`config.mk`:
```
export PLATFORM = sky130hd
export DESIGN_NAME = bullet_controller
export DESIGN_NICKNAME = d
export VERILOG_FILES = /design/src/rtl/tank_pkg.sv /design/src/rtl/frame_tick_gen.sv /design/src/rtl/bullet_controller.sv
export SDC_FILE = /design/constraint.sdc
export NUM_CORES = 1
export LEC_CHECK = 0
export CAP_MARGIN = 5
export CORE_ASPECT_RATIO = 1.1
export CORE_MARGIN = 10
export CORE_UTILIZATION = 35
export CTS_BUF_LIST = sky130_fd_sc_hd__clkbuf_8
export CTS_CLUSTER_DIAMETER = 150
export DETAILED_ROUTE_END_ITERATION = 6
export SYNTH_ARGS = -nofsm -noshare
export SYNTH_HDL_FRONTEND = slang
export SYNTH_SLANG_ARGS = --single-unit
```
`constraint.sdc`:
```
create_clock -name Clk -period 5.37 [get_ports Clk]
set_clock_uncertainty 0.1 [all_clocks]
set_input_delay 1.074 -clock Clk [delete_from_list [all_inputs] [get_ports Clk]]
set_output_delay 1.074 -clock Clk [all_outputs]
set_load 0.1 [all_outputs]
```
`src/rtl/tank_pkg.sv`:
```
// Shared types and constants for the tank game datapath blocks.
//   dir_t          : tank / bullet facing (UP, RIGHT, DOWN, LEFT)
//   bullet_state_t : bullet controller FSM encoding
//   HIT_BULLET     : collision verdict meaning "bullet struck wall or tank"
//   X_MAX / Y_MAX  : last visible column / row
//   widen()        : zero-extend a 10-bit coordinate to 11 bits for
//                    overflow-free boundary arithmetic
package tank_pkg;

  typedef enum logic [1:0] {
    UP    = 2'd0,
    RIGHT = 2'd1,
    DOWN  = 2'd2,
    LEFT  = 2'd3
  } dir_t;

  typedef enum logic [1:0] {
    IDLE     = 2'd0,
    FLYING   = 2'd1,
    COOLDOWN = 2'd2
  } bullet_state_t;

  localparam logic [1:0] HIT_BULLET = 2'b10;
  localparam logic [9:0] X_MAX      = 10'd639;
  localparam logic [9:0] Y_MAX      = 10'd479;

  function automatic logic [10:0] widen(input logic [9:0] v);
    return {1'b0, v};
  endfunction

endpackage

```
`src/rtl/frame_tick_gen.sv`:
```
// Frame tick generator: turns the vsync-rate frame_clk level into a single
// clk-cycle pulse on its rising edge. frame_clk is treated as an ordinary
// synchronous input; the two history flops are the only sampling stage.
//   clk       in  system clock
//   rst_n     in  asynchronous active-low reset
//   frame_clk in  frame strobe level
//   tick      out one-cycle pulse after a 0->1 transition of frame_clk
module frame_tick_gen (
  input  logic clk,
  input  logic rst_n,
  input  logic frame_clk,
  output logic tick
);

  logic [1:0] hist;  // hist[0] newest sample, hist[1] previous one

  always_ff @(posedge clk or negedge rst_n) begin
    if (!rst_n) begin
      hist <= 2'b00;
    end else begin
      hist <= {hist[0], frame_clk};
    end
  end

  assign tick = hist[0] & ~hist[1];

endmodule

```
`src/rtl/bullet_controller.sv`:
```
// Per-tank bullet controller. Launches a bullet from the tank muzzle on fire,
// advances it one STEP per frame tick, and retires it on a collision verdict,
// on reaching the screen edge, or when its lifetime runs out; a cooldown then
// blocks re-fire. fire must be released between shots (armed).
//
// Handshake/status: "ready" is high while IDLE with fire re-armed; a launch
// happens on the tick where ready && fire && the spawn fits on screen.
// "active" qualifies X_Bullet/Y_Bullet for the collision stage.
//
//   Clk, Reset_n            clock, async active-low reset
//   frame_clk               frame strobe (rising edge = tick)
//   fire                    fire button level
//   dir                     tank facing (0 up, 1 right, 2 down, 3 left)
//   X_Tank, Y_Tank          tank top-left corner
//   Tank_Width, Tank_Height tank size
//   hit                     collision verdict (2'b10 = bullet hit)
//   X_Bullet, Y_Bullet      bullet top-left corner
//   active                  bullet in flight
//   ready                   IDLE and re-armed
//   state                   current FSM state (bullet_state_t encoding)
module bullet_controller
  import tank_pkg::*;
#(
  parameter logic [9:0] STEP        = 10'd4,
  parameter logic [9:0] BULLET_SIZE = 10'd4,
  parameter logic [7:0] LIFETIME    = 8'd120,
  parameter logic [7:0] COOLDOWN_T  = 8'd30
) (
  input  logic       Clk,
  input  logic       Reset_n,
  input  logic       frame_clk,
  input  logic       fire,
  input  logic [1:0] dir,
  input  logic [9:0] X_Tank,
  input  logic [9:0] Y_Tank,
  input  logic [9:0] Tank_Width,
  input  logic [9:0] Tank_Height,
  input  logic [1:0] hit,
  output logic [9:0] X_Bullet,
  output logic [9:0] Y_Bullet,
  output logic       active,
  output logic       ready,
  output logic [1:0] state
);

  logic          tick;
  bullet_state_t state_q;
  dir_t          dir_q;
  dir_t          dir_in;
  logic [7:0]    life_cnt;
  logic [7:0]    cd_cnt;
  logic          armed;

  logic [9:0]    cx, cy, spawn_x, spawn_y, next_x, next_y;
  logic          spawn_ok, step_out;

  frame_tick_gen u_tick (
    .clk      (Clk),
    .rst_n    (Reset_n),
    .frame_clk(frame_clk),
    .tick     (tick)
  );

  assign dir_in = dir_t'(dir);

  // Muzzle position and legality of the launch for the current facing.
  always_comb begin
    cx       = X_Tank + (Tank_Width >> 1) - (BULLET_SIZE >> 1);
    cy       = Y_Tank + (Tank_Height >> 1) - (BULLET_SIZE >> 1);
    spawn_x  = cx;
    spawn_y  = cy;
    spawn_ok = 1'b0;
    case (dir_in)
      UP: begin
        spawn_y  = Y_Tank - BULLET_SIZE;
        spawn_ok = (Y_Tank >= BULLET_SIZE);
      end
      DOWN: begin
        spawn_y  = Y_Tank + Tank_Height;
        spawn_ok = (widen(Y_Tank) + widen(Tank_Height) + widen(BULLET_SIZE))
                   <= (widen(Y_MAX) + 11'd1);
      end
      LEFT: begin
        spawn_x  = X_Tank - BULLET_SIZE;
        spawn_ok = (X_Tank >= BULLET_SIZE);
      end
      RIGHT: begin
        spawn_x  = X_Tank + Tank_Width;
        spawn_ok = (widen(X_Tank) + widen(Tank_Width) + widen(BULLET_SIZE))
                   <= (widen(X_MAX) + 11'd1);
      end
    endcase
  end

  // Would the next step put any part of the bullet off screen? Bullets never
  // wrap: they retire instead.
  always_comb begin
    next_x   = X_Bullet;
    next_y   = Y_Bullet;
    step_out = 1'b0;
    case (dir_q)
      UP: begin
        next_y   = Y_Bullet - STEP;
        step_out = (Y_Bullet < STEP);
      end
      DOWN: begin
        next_y   = Y_Bullet + STEP;
        step_out = (widen(Y_Bullet) + widen(STEP) + widen(BULLET_SIZE))
                   > (widen(Y_MAX) + 11'd1);
      end
      LEFT: begin
        next_x   = X_Bullet - STEP;
        step_out = (X_Bullet < STEP);
      end
      RIGHT: begin
        next_x   = X_Bullet + STEP;
        step_out = (widen(X_Bullet) + widen(STEP) + widen(BULLET_SIZE))
                   > (widen(X_MAX) + 11'd1);
      end
    endcase
  end

  always_ff @(posedge Clk or negedge Reset_n) begin
    if (!Reset_n) begin
      state_q  <= IDLE;
      dir_q    <= UP;
      life_cnt <= 8'd0;
      cd_cnt   <= 8'd0;
      armed    <= 1'b0;
      active   <= 1'b0;
      X_Bullet <= 10'd0;
      Y_Bullet <= 10'd0;
    end else begin
      // Re-arm is the only state change allowed off-tick.
      if (!fire) armed <= 1'b1;
      if (tick) begin
        case (state_q)
          IDLE: begin
            if (armed && fire && spawn_ok) begin
              state_q  <= FLYING;
              dir_q    <= dir_in;
              life_cnt <= LIFETIME - 8'd1;
              active   <= 1'b1;
              X_Bullet <= spawn_x;
              Y_Bullet <= spawn_y;
              armed    <= 1'b0;
            end
          end
          FLYING: begin
            // Priority: hit, then screen edge, then lifetime; position holds.
            if ((hit == HIT_BULLET) || step_out || (life_cnt == 8'd0)) begin
              state_q <= COOLDOWN;
              active  <= 1'b0;
              cd_cnt  <= COOLDOWN_T - 8'd1;
            end else begin
              X_Bullet <= next_x;
              Y_Bullet <= next_y;
              life_cnt <= life_cnt - 8'd1;
            end
          end
          COOLDOWN: begin
            if (cd_cnt == 8'd0) state_q <= IDLE;
            else                cd_cnt  <= cd_cnt - 8'd1;
          end
          default: state_q <= IDLE;
        endcase
      end
    end
  end

  assign ready = (state_q == IDLE) && armed;
  assign state = state_q;

endmodule

```
# Word-level counts from Yosys, hierarchy flattened
# Cells that the tools add are included.
# classes
magnitude_cmp,8
mux,29
reduce_logical,19
n_eq_ne,16
addsub,22
n_bitwise,2
# op_table
cell,count
$pmux W10 S2,6
$add A11 B3 Y11 const B,4
$mux W10,4
$sub A10 B3 Y10 const B,4
$mux W8,4
$pmux W8 S2,2
$add A10 B10 Y11,2
$add A10 B3 Y11 const B,2
$add A10 B10 Y10,2
$add A10 B3 Y10 const B,2
$add A10 B9 Y10,2
$ge A10 B3 Y1 const B,2
$lt A10 B3 Y1 const B,2
$sub A10 B2 Y10 const B,2
$logic_not A8 Y1,2
$reduce_and A4 Y1,4
$sub A8 B1 Y8 const B,2
$eq A2 B2 Y1 const B,6
$gt A11 B10 Y1 const B,1
$gt A11 B9 Y1 const B,1
$le A11 B10 Y1 const B,1
$le A11 B9 Y1 const B,1
$ne A2 B2 Y1 const B,5
$reduce_and A5 Y1,2
other kinds (14),31
# word_totals
word_cells,105
regBits,44
in_bits,48

# Longest topological paths before layout
# Gate-level depths: netlist of the first run.
# depth
depth_word,8
ltp_mapped,15
mapped_depth_nobuf,15

# Cells and area by module
# Synthesis of the first run repeated with hierarchy kept, for this count alone.
# unflattened
hier_cells,844
hier_area_um2,6530.0
# by_module_without_submodules
mod,area_each_um2,cells_per_inst,instances
bullet_controller,6466.2,841,1
frame_tick_gen,63.8,3,1

# Worst setup path after synthesis of the first run
# Ideal clock, no wire load.
# synth_path
path_type,register -> output
startpoint,register state_q[1] (netlist: state[1])
endpoint,output ready
t_arrival_ns,3.167
path_slack_ns,1.029
path_buffers,1
path_stages_with_launch,3
cell_sequence,dfrtp_1 -> clkbuf_1 -> nor3_1
# synth_via
elab_chain_cells,2
# synth_lines
element,line,source
start: declaration,bullet_controller.sv:47,bullet_state_t state_q;
start signal: assignment,bullet_controller.sv:125,state_q <= IDLE;
start signal: assignment,bullet_controller.sv:140,state_q <= FLYING;
start signal: assignment,bullet_controller.sv:152,state_q <= COOLDOWN;
$logic_not A2 Y1,bullet_controller.sv:171,assign ready = (state_q == IDLE) && armed;
$logic_and A1 B1 Y1,bullet_controller.sv:171,
end: declaration,bullet_controller.sv:42,"output logic ready,"
# No other way between the ends.

# Worst setup path after layout of the first run
# layout_path
startpoint,input Tank_Height[5]
endpoint,register X_Bullet[0]
# layout_via
elab_chain_cells,7
# layout_lines
element,line,source
start: declaration,bullet_controller.sv:37,"input logic [9:0] Tank_Height,"
$add A10 B10 Y11,bullet_controller.sv:80,spawn_ok = (widen(Y_Tank) + widen(Tank_Height) + widen(BULLET_SIZE))
$add A11 B3 Y11,bullet_controller.sv:80,
$le A11 B9 Y1,bullet_controller.sv:81,<= (widen(Y_MAX) + 11'd1);
$pmux W1 S4,bullet_controller.sv:73,case (dir_in)
$logic_and A1 B1 Y1,bullet_controller.sv:139,if (armed && fire && spawn_ok) begin
$ne A2 B2 Y1 (no source line),-,
$reduce_and A5 Y1 (no source line),-,
end signal: assignment,bullet_controller.sv:144,X_Bullet <= spawn_x;
end signal: assignment,bullet_controller.sv:156,X_Bullet <= next_x;
end: declaration,bullet_controller.sv:39,"output logic [9:0] X_Bullet,"
# No other way between the ends.
# A chain may end at the register's enable or synchronous reset.

==> summary.txt, run 1 <==
Synthesis
  • Post-Syn Instances: 865
  • Synth Flop Type: dfrtp_1
  • Cell area after synthesis: 6600 um2
  • EDFF count, synth: 0
  • Yosys cell types: 64
  • Synthesis-stage register bit count: 44
  • Syn Area/Cell: 7.63 um2
  • Mapped Nets: 1024
  • Async SR Flop Fraction: 100%
  • Seq/Total Area, Yosys: 16.7%
  • Synth warn: 0

Power and ir drop
  • Leakage: 3.38 nW
  • Clk pwr share: 8.3%
  • Switching power of the nets: 1.85 mW
  • Comb power frac: 68.8%
  • P_int: 1.29 mW
  • Flop pwr share: 23.0%
  • VDD IR max: 0.308 mV
  • Power density over the cells: 411 nW/um2
  • Switch share: 58.9%

Global route
  • Remaining Overflow, GRT: 0
  • Total track usage: 15.4%
  • Number of global-route vias before repair: 6138
  • Antenna violations before repair: 0
  • Largest net degree at the start of global routing: 45
  • Global-route wire length before repair: 31500 um

Floorplan
  • Floorplan row count: 52
  • Die Footprint: 24700 um2
  • Initial core utilization: 35.7%
  • Core area: 18500 um2
  • Boundary pin count: 72
  • Die H: 164 um
  • Chip width: 151 um

Setup path
  • FF-to-FF Start: X_Bullet[3]
  • CP startpoint kind: input port
  • Crit path to: X_Bullet[0]
  • WP data arrival: 4750 ps
  • Worst endpoint required time: 5470 ps
  • Critical path endpoint category: flip-flop
  • Worst r2r dst: X_Bullet[6]
  • Register-to-Register Path Depth: 11
  • Setup crit start: Tank_Height[5]
  • Max FO, Critical Path: 9
  • CP Class: input port to flip-flop
  • Reg-to-reg setup timing slack: 1680 ps

Routing
  • Total Wirelength: 18900 um
  • Drt wl/cell: 16.2 um
  • Via count: 6205
  • Iter 0 DRT Violations: 413
  • Final antenna-violating net count: 0
  • Drt drc: 0
  • First-pass iteration count of the detailed router: 5
  • Vias/cell: 5.32

Clocking
  • Clk sinks: 44
  • Post-CTS Setup Inserts: 0
  • Clock Pin Slew Worst Setup and Hold Paths: 90 ps
  • Clock Root Buffer: clkbuf_8
  • Clk_lat worst skew: 310 ps
  • CTS tree: built
  • Post-CTS sizing: 0
  • CTS H-tree lvls: 2
  • Hold Buf Count CTS: 0
  • Worst-case clock buffer depth: 2
  • Num CTS Buffers: 5

Timing
  • Final hold violations: 0
  • Final Setup Violations: 0
  • Slew Limit Fails: 0
  • Setup TNS: 0 ps
  • Max Fclk: 215 MHz
  • Slew headroom: 32.9%
  • Min Clock Period, post-route: 4660 ps
  • Actual slew at the worst max-slew pin: 1010 ps
  • RSZ-0062 raised after global routing: false
  • Period utilization: 86.7%

Min path
  • WHS Path Cells: 0
  • HP Start: u_tick.hist[0]
  • Hold crit path type: flip-flop to flip-flop

Job
  • Max-cap viol count: 0

Run status
  • Status: finished clean

Place
  • Routability cong.: 0.900
  • DP Wirelength: 15600 um
  • I/O Buffers: 71

Cells and area
  • Area Growth Syn to Fin: 16.0%
  • Antenna diodes: 0
  • Final nets: 1081
  • Fin util: 41.4%
  • Layout cell share with drive strength beyond 1: 3.47%
kinds of logic after synthesis:
group / synth area share [%]
and+or+nand+nor: 22.8
muxes: 2.58
DFF: 16.7
adders and majority gates: 22.8
AOI/OAI and AO/OA: 20.6
buffers and inverters: 7.60
xor gates and xnor gates: 7.04
stage by stage:
stage          setup slack [ps]  hold WS, ps  area, um2  cells  total power [mW]
6_report                    715          337       7650   1166              3.15
5_1_grt                     458          362       7650   1166              3.39
4_1_cts                     724          331       7650   1166              3.16
3_5_place_dp                429          298       7540   1158              2.89
3_3_place_gp                516          313       7540   1158              2.89
2_1_floorplan              1030          268       6600    865              2.29
Yosys cell counts, drive strengths merged, types with 20 or more instances:
| cell type | number | area share (%) |
|---|---|---|
| inv | 101 | 5.7 |
| ha | 96 | 18 |
| nand2 | 72 | 4.1 |
| nor2 | 70 | 4.0 |
| o21ai | 52 | 3.9 |
| a21oi | 49 | 3.7 |
| dfrtp | 44 | 17 |
| xnor2 | 37 | 4.9 |
| nand3 | 36 | 2.8 |
| nor3 | 30 | 2.3 |
| clkbuf | 23 | 1.3 |
| nand2b | 21 | 2.0 |
| a31oi | 20 | 1.9 |
power groups by stage:
stage | registers [mW] | clock network, mW | logic (mW)
final | 0.723 | 0.260 | 2.16
after floorplan | 1.17 | 0 | 1.12
after detailed placement | 0.725 | 0 | 2.16
after global routing | 0.753 | 0.281 | 2.35
after global placement | 0.726 | 0 | 2.16
after CTS | 0.719 | 0.267 | 2.17
critical path, cell delays in order:
cell and delay (ps):
clkdlybuf4s50_1 540, ha_1 190, inv_1 50, fa_1 560, nor2b_1 80, nor2_1 160, xor2_1 90, or4_1 500
nor4_1 330, o41a_1 250, nand3_1 140, nand3_1 380, mux2_2 380
layout make-up:
type,instances,area [um2]
Timing Repair Buffer,79,766
Tap cell,243,304
Sequential cell,44,1100
Fill cell,1988,10800
Clock buffer,5,68.8
Clock inverter,3,38.8
Inverter,101,379
Multi-Input combinational cell,691,4990
per-layer routing:
layer / GRT usage [%] / routed length (um) / vias to the layer above
li1: - / - / 3163
met3: 2.17 / 726 / 15
met4: 3.42 / 259 / 0
met2: 25.1 / 8730 / 122
met5: 0 / 0 / -
met1: 21.0 / 9170 / 2905
sequential cells by signal, indices dropped and copies added (netlist names):
| register | flops |
|---|---|
| X_Bullet | 10 |
| Y_Bullet | 10 |
| active | 1 |
| armed | 1 |
| cd_cnt | 8 |
| dir_q | 2 |
| life_cnt | 8 |
| state | 2 |
| u_tick.hist | 2 |
placed cells by master (no fill, tap or decap), types with 8 or more instances in the layout:
| cell type | synthesis | routed |
|---|---|---|
| inv_1 | 101 | 102 |
| ha_1 | 96 | 96 |
| nand2_1 | 72 | 72 |
| nor2_1 | 70 | 70 |
| clkdlybuf4s50_1 | 0 | 70 |
| o21ai_0 | 51 | 51 |
| a21oi_1 | 49 | 49 |
| dfrtp_1 | 44 | 44 |
| xnor2_1 | 37 | 37 |
| nand3_1 | 35 | 35 |
| nor3_1 | 30 | 30 |
| nand2b_1 | 21 | 21 |
| a31oi_1 | 20 | 20 |
| nor2b_1 | 19 | 19 |
| xor2_1 | 16 | 16 |
| fa_1 | 15 | 15 |
| or3_1 | 13 | 13 |
| a211oi_1 | 9 | 9 |
| o31ai_1 | 9 | 9 |
| nor4_1 | 9 | 9 |
| mux2i_1 | 8 | 8 |
| mux2_2 | 8 | 8 |
| buf_4 | 3 | 8 |
worst min path at each step:
stage | to | slack [ps]
3_3_place_gp | u_tick.hist[1] | 310
6_report | u_tick.hist[1] | 340
3_5_place_dp | u_tick.hist[1] | 300
2_1_floorplan | u_tick.hist[1] | 270
5_1_grt | u_tick.hist[1] | 360
4_1_cts | u_tick.hist[1] | 330
(Power assumes the default switching activity.)
==> run 2, diff against run 1 <==
==> constraint.sdc (replaced) <==
create_clock -name Clk -period 6 [get_ports Clk]
set_clock_uncertainty 0.1 [all_clocks]
set_input_delay 1.2 -clock Clk [delete_from_list [all_inputs] [get_ports Clk]]
set_output_delay 1.2 -clock Clk [all_outputs]
set_load 0.1 [all_outputs]
==> summary.txt, run 2 (synthesis results as in run 1) <==
Routing
  • Iter 0 DRT Violations: 349 (-15%)
  • Vias/cell: 5.35 (+0.50%)
  • Drt wl/cell: 16.4 um (+1.5%)
  • First-pass iteration count of the detailed router: 5 (unchanged)
  • Via count: 6236 (+0.50%)
  • Final antenna-violating net count: 0 (unchanged)
  • Drt drc: 0 (unchanged)
  • Total Wirelength: 19200 um (+1.5%)

Global route
  • Total track usage: 15.6% (+0.23 points)
  • Number of global-route vias before repair: 6295 (+2.6%)
  • Global-route wire length before repair: 32200 um (+2.3%)
  • Largest net degree at the start of global routing: 45 (unchanged)
  • Antenna violations before repair: 0 (unchanged)
  • Remaining Overflow, GRT: 0 (unchanged)

Power and ir drop
  • Power density over the cells: 366 nW/um2 (-11%)
  • Flop pwr share: 23.2% (+0.2 points)
  • Clk pwr share: 7.2% (-1.1 points)
  • P_int: 1.13 mW (-13%)
  • Comb power frac: 69.6% (+0.8 points)
  • Leakage: 3.37 nW (-0.18%)
  • Switch share: 59.6% (+0.71 points)
  • Switching power of the nets: 1.66 mW (-10%)
  • VDD IR max: 0.343 mV (+11%)

Cells and area
  • Commonest non-fill, non-tap cell in the layout: inv_1
  • Fin util: 41.3% (-0.095 points)
  • Fillers: 1925 (-3.2%)
  • Final nets: 1081 (unchanged)
  • Fin cells: 1166 (unchanged)
  • Layout cell share with drive strength beyond 1: 3.36% (-0.11 points)
  • Register area: 1100 um2 (unchanged)
  • Multi-input gate area: 4990 um2 (unchanged)
  • Biggest regs: X_Bullet x10, Y_Bullet x10
  • Most frequent cells in the layout: inv_1, ha_1, nand2_1, nor2_1, clkdlybuf4s50_1
  • Antenna diodes: 0 (unchanged)
  • Area Growth Syn to Fin: 15.7%

Clocking
  • Num CTS Buffers: 5 (unchanged)
  • Worst-case clock buffer depth: 2 (unchanged)
  • Clk sinks: 44 (unchanged)
  • Clk_lat worst skew: 310 ps (about the same)
  • CTS H-tree lvls: 2 (unchanged)
  • Clock Pin Slew Worst Setup and Hold Paths: 90 ps (about the same)
  • Hold Buf Count CTS: 0 (unchanged)
  • Post-CTS Setup Inserts: 0 (unchanged)
  • CTS tree: built
  • Clock Root Buffer: clkbuf_8
  • Post-CTS sizing: 0 (unchanged)

Floorplan
  • Die Footprint: 24700 um2 (unchanged)
  • Boundary pin count: 72 (unchanged)
  • Core area: 18500 um2 (unchanged)
  • Chip width: 151 um (unchanged)
  • Floorplan row count: 52 (unchanged)
  • Die H: 164 um (unchanged)
  • Initial core utilization: 35.7% (unchanged)

Setup path
  • Max FO, Critical Path: 9 (unchanged)
  • WP data arrival: 4990 ps (+240 ps)
  • CP Class: input port to flip-flop
  • CP startpoint kind: input port
  • Reg-to-reg setup timing slack: 2010 ps (+330 ps)
  • Slowest cell on crit path: clkdlybuf4s50_1
  • Worst-path cell chain: clkdlybuf4s50_1 > ha_1 > inv_1 > fa_1 > nor2b_1 > nor2_1 > xor2_1 > or4_1 > nor4_1 > o41a_1 > nand4_1 > nand2_1 > mux2i_1
  • Worst endpoint required time: 6060 ps (+590 ps)
  • Max incr delay on CP: 580 ps (+20 ps)
  • Critical path endpoint category: flip-flop

Place
  • DP Wirelength: 15800 um (+1.4%)
  • Placed Cells: 1158 (unchanged)
  • I/O Buffers: 71 (unchanged)
  • Routability cong.: 0.893 (-0.77%)

Job
  • Max-cap viol count: 0 (unchanged)

Min path
  • Hold crit path type: flip-flop to flip-flop

Timing
  • Slew headroom: 29.7% (-3.2 points)
  • Setup TNS: 0 ps (unchanged)
  • Final hold violations: 0 (unchanged)
  • Min Clock Period, post-route: 4930 ps
  • Max Fclk: 203 MHz
  • Slew Limit Fails: 0 (unchanged)
  • Actual slew at the worst max-slew pin: 1050 ps (+47.5 ps)
  • RSZ-0062 raised after global routing: false
  • Period utilization: 82.1%
  • Final Setup Violations: 0 (unchanged)

Run status
  • Status: finished clean
## run 2: changes by cell type in the layout (fill, tap and decap cells not counted), sizes merged
cell | previous run | this run
bufinv | 1 | 0
clkbuf | 5 | 6
clkinv | 1 | 0
inv | 102 | 103
## run 2: layer usage
layer / wire length (um) / vias up / GRT usage (%)
li1: - / 3157 / -
met4: 277 / 0 / 3.63
met3: 695 / 23 / 1.90
met5: 0 / - / 0
met1: 9050 / 2929 / 20.6
met2: 9160 / 127 / 26.6
## run 2: power by group through the flow
| stage | sequential [mW] | clock (mW) | combinational, mW |
|---|---|---|---|
| 2_1_floorplan | 1.05 | 0 | 1.01 |
| 3_3_place_gp | 0.651 | 0 | 1.94 |
| 3_5_place_dp | 0.651 | 0 | 1.95 |
| 4_1_cts | 0.644 | 0.208 | 1.95 |
| 5_1_grt | 0.675 | 0.217 | 2.12 |
| 6_report | 0.648 | 0.202 | 1.94 |
## run 2: area by class of cell
cell class / instances / area share (%)
timing repair buffer: 79 / 10.0
multi-input combinational: 691 / 65.4
sequential: 44 / 14.4
clock buffer: 6 / 1.08
inverter: 101 / 4.97
tap: 243 / 3.98
clock inverter: 2 / 0.0983
## run 2: worst max-delay path: cells and delay by family
family | cells | cell delay, ps
and+or+nand+nor | 6 | 1920
adders and majority gates | 2 | 770
buffers and inverters | 2 | 640
AOI/OAI and AO/OA | 1 | 240
muxes | 1 | 130
xor gates and xnor gates | 1 | 90
## run 2: worst paths after layout
path / startpoint / endpoint / depth (start not counted)
setup / recovery: Y_Tank[5] / life_cnt[0] / 13
hold / removal: u_tick.hist[0] / u_tick.hist[1] / 0
setup reg to reg: X_Bullet[3] / life_cnt[6] / 12
hold reg to reg: u_tick.hist[0] / u_tick.hist[1] / 0
max in group asynchronous: Reset_n / Y_Bullet[7] / 1
min in group asynchronous: Reset_n / cd_cnt[0] / 1
## run 2: per-stage QoR
| step | total power [mW] | hold slack [ps] | setup slack, ps | cell area, um2 |
|---|---|---|---|---|
| floorplan | 2.05 | 268 | 1530 | 6600 |
| global placement | 2.59 | 305 | 811 | 7540 |
| detailed placement | 2.60 | 297 | 753 | 7540 |
| CTS | 2.81 | 335 | 1070 | 7630 |
| global route | 3.01 | 351 | 733 | 7630 |
| finish | 2.79 | 335 | 1070 | 7630 |
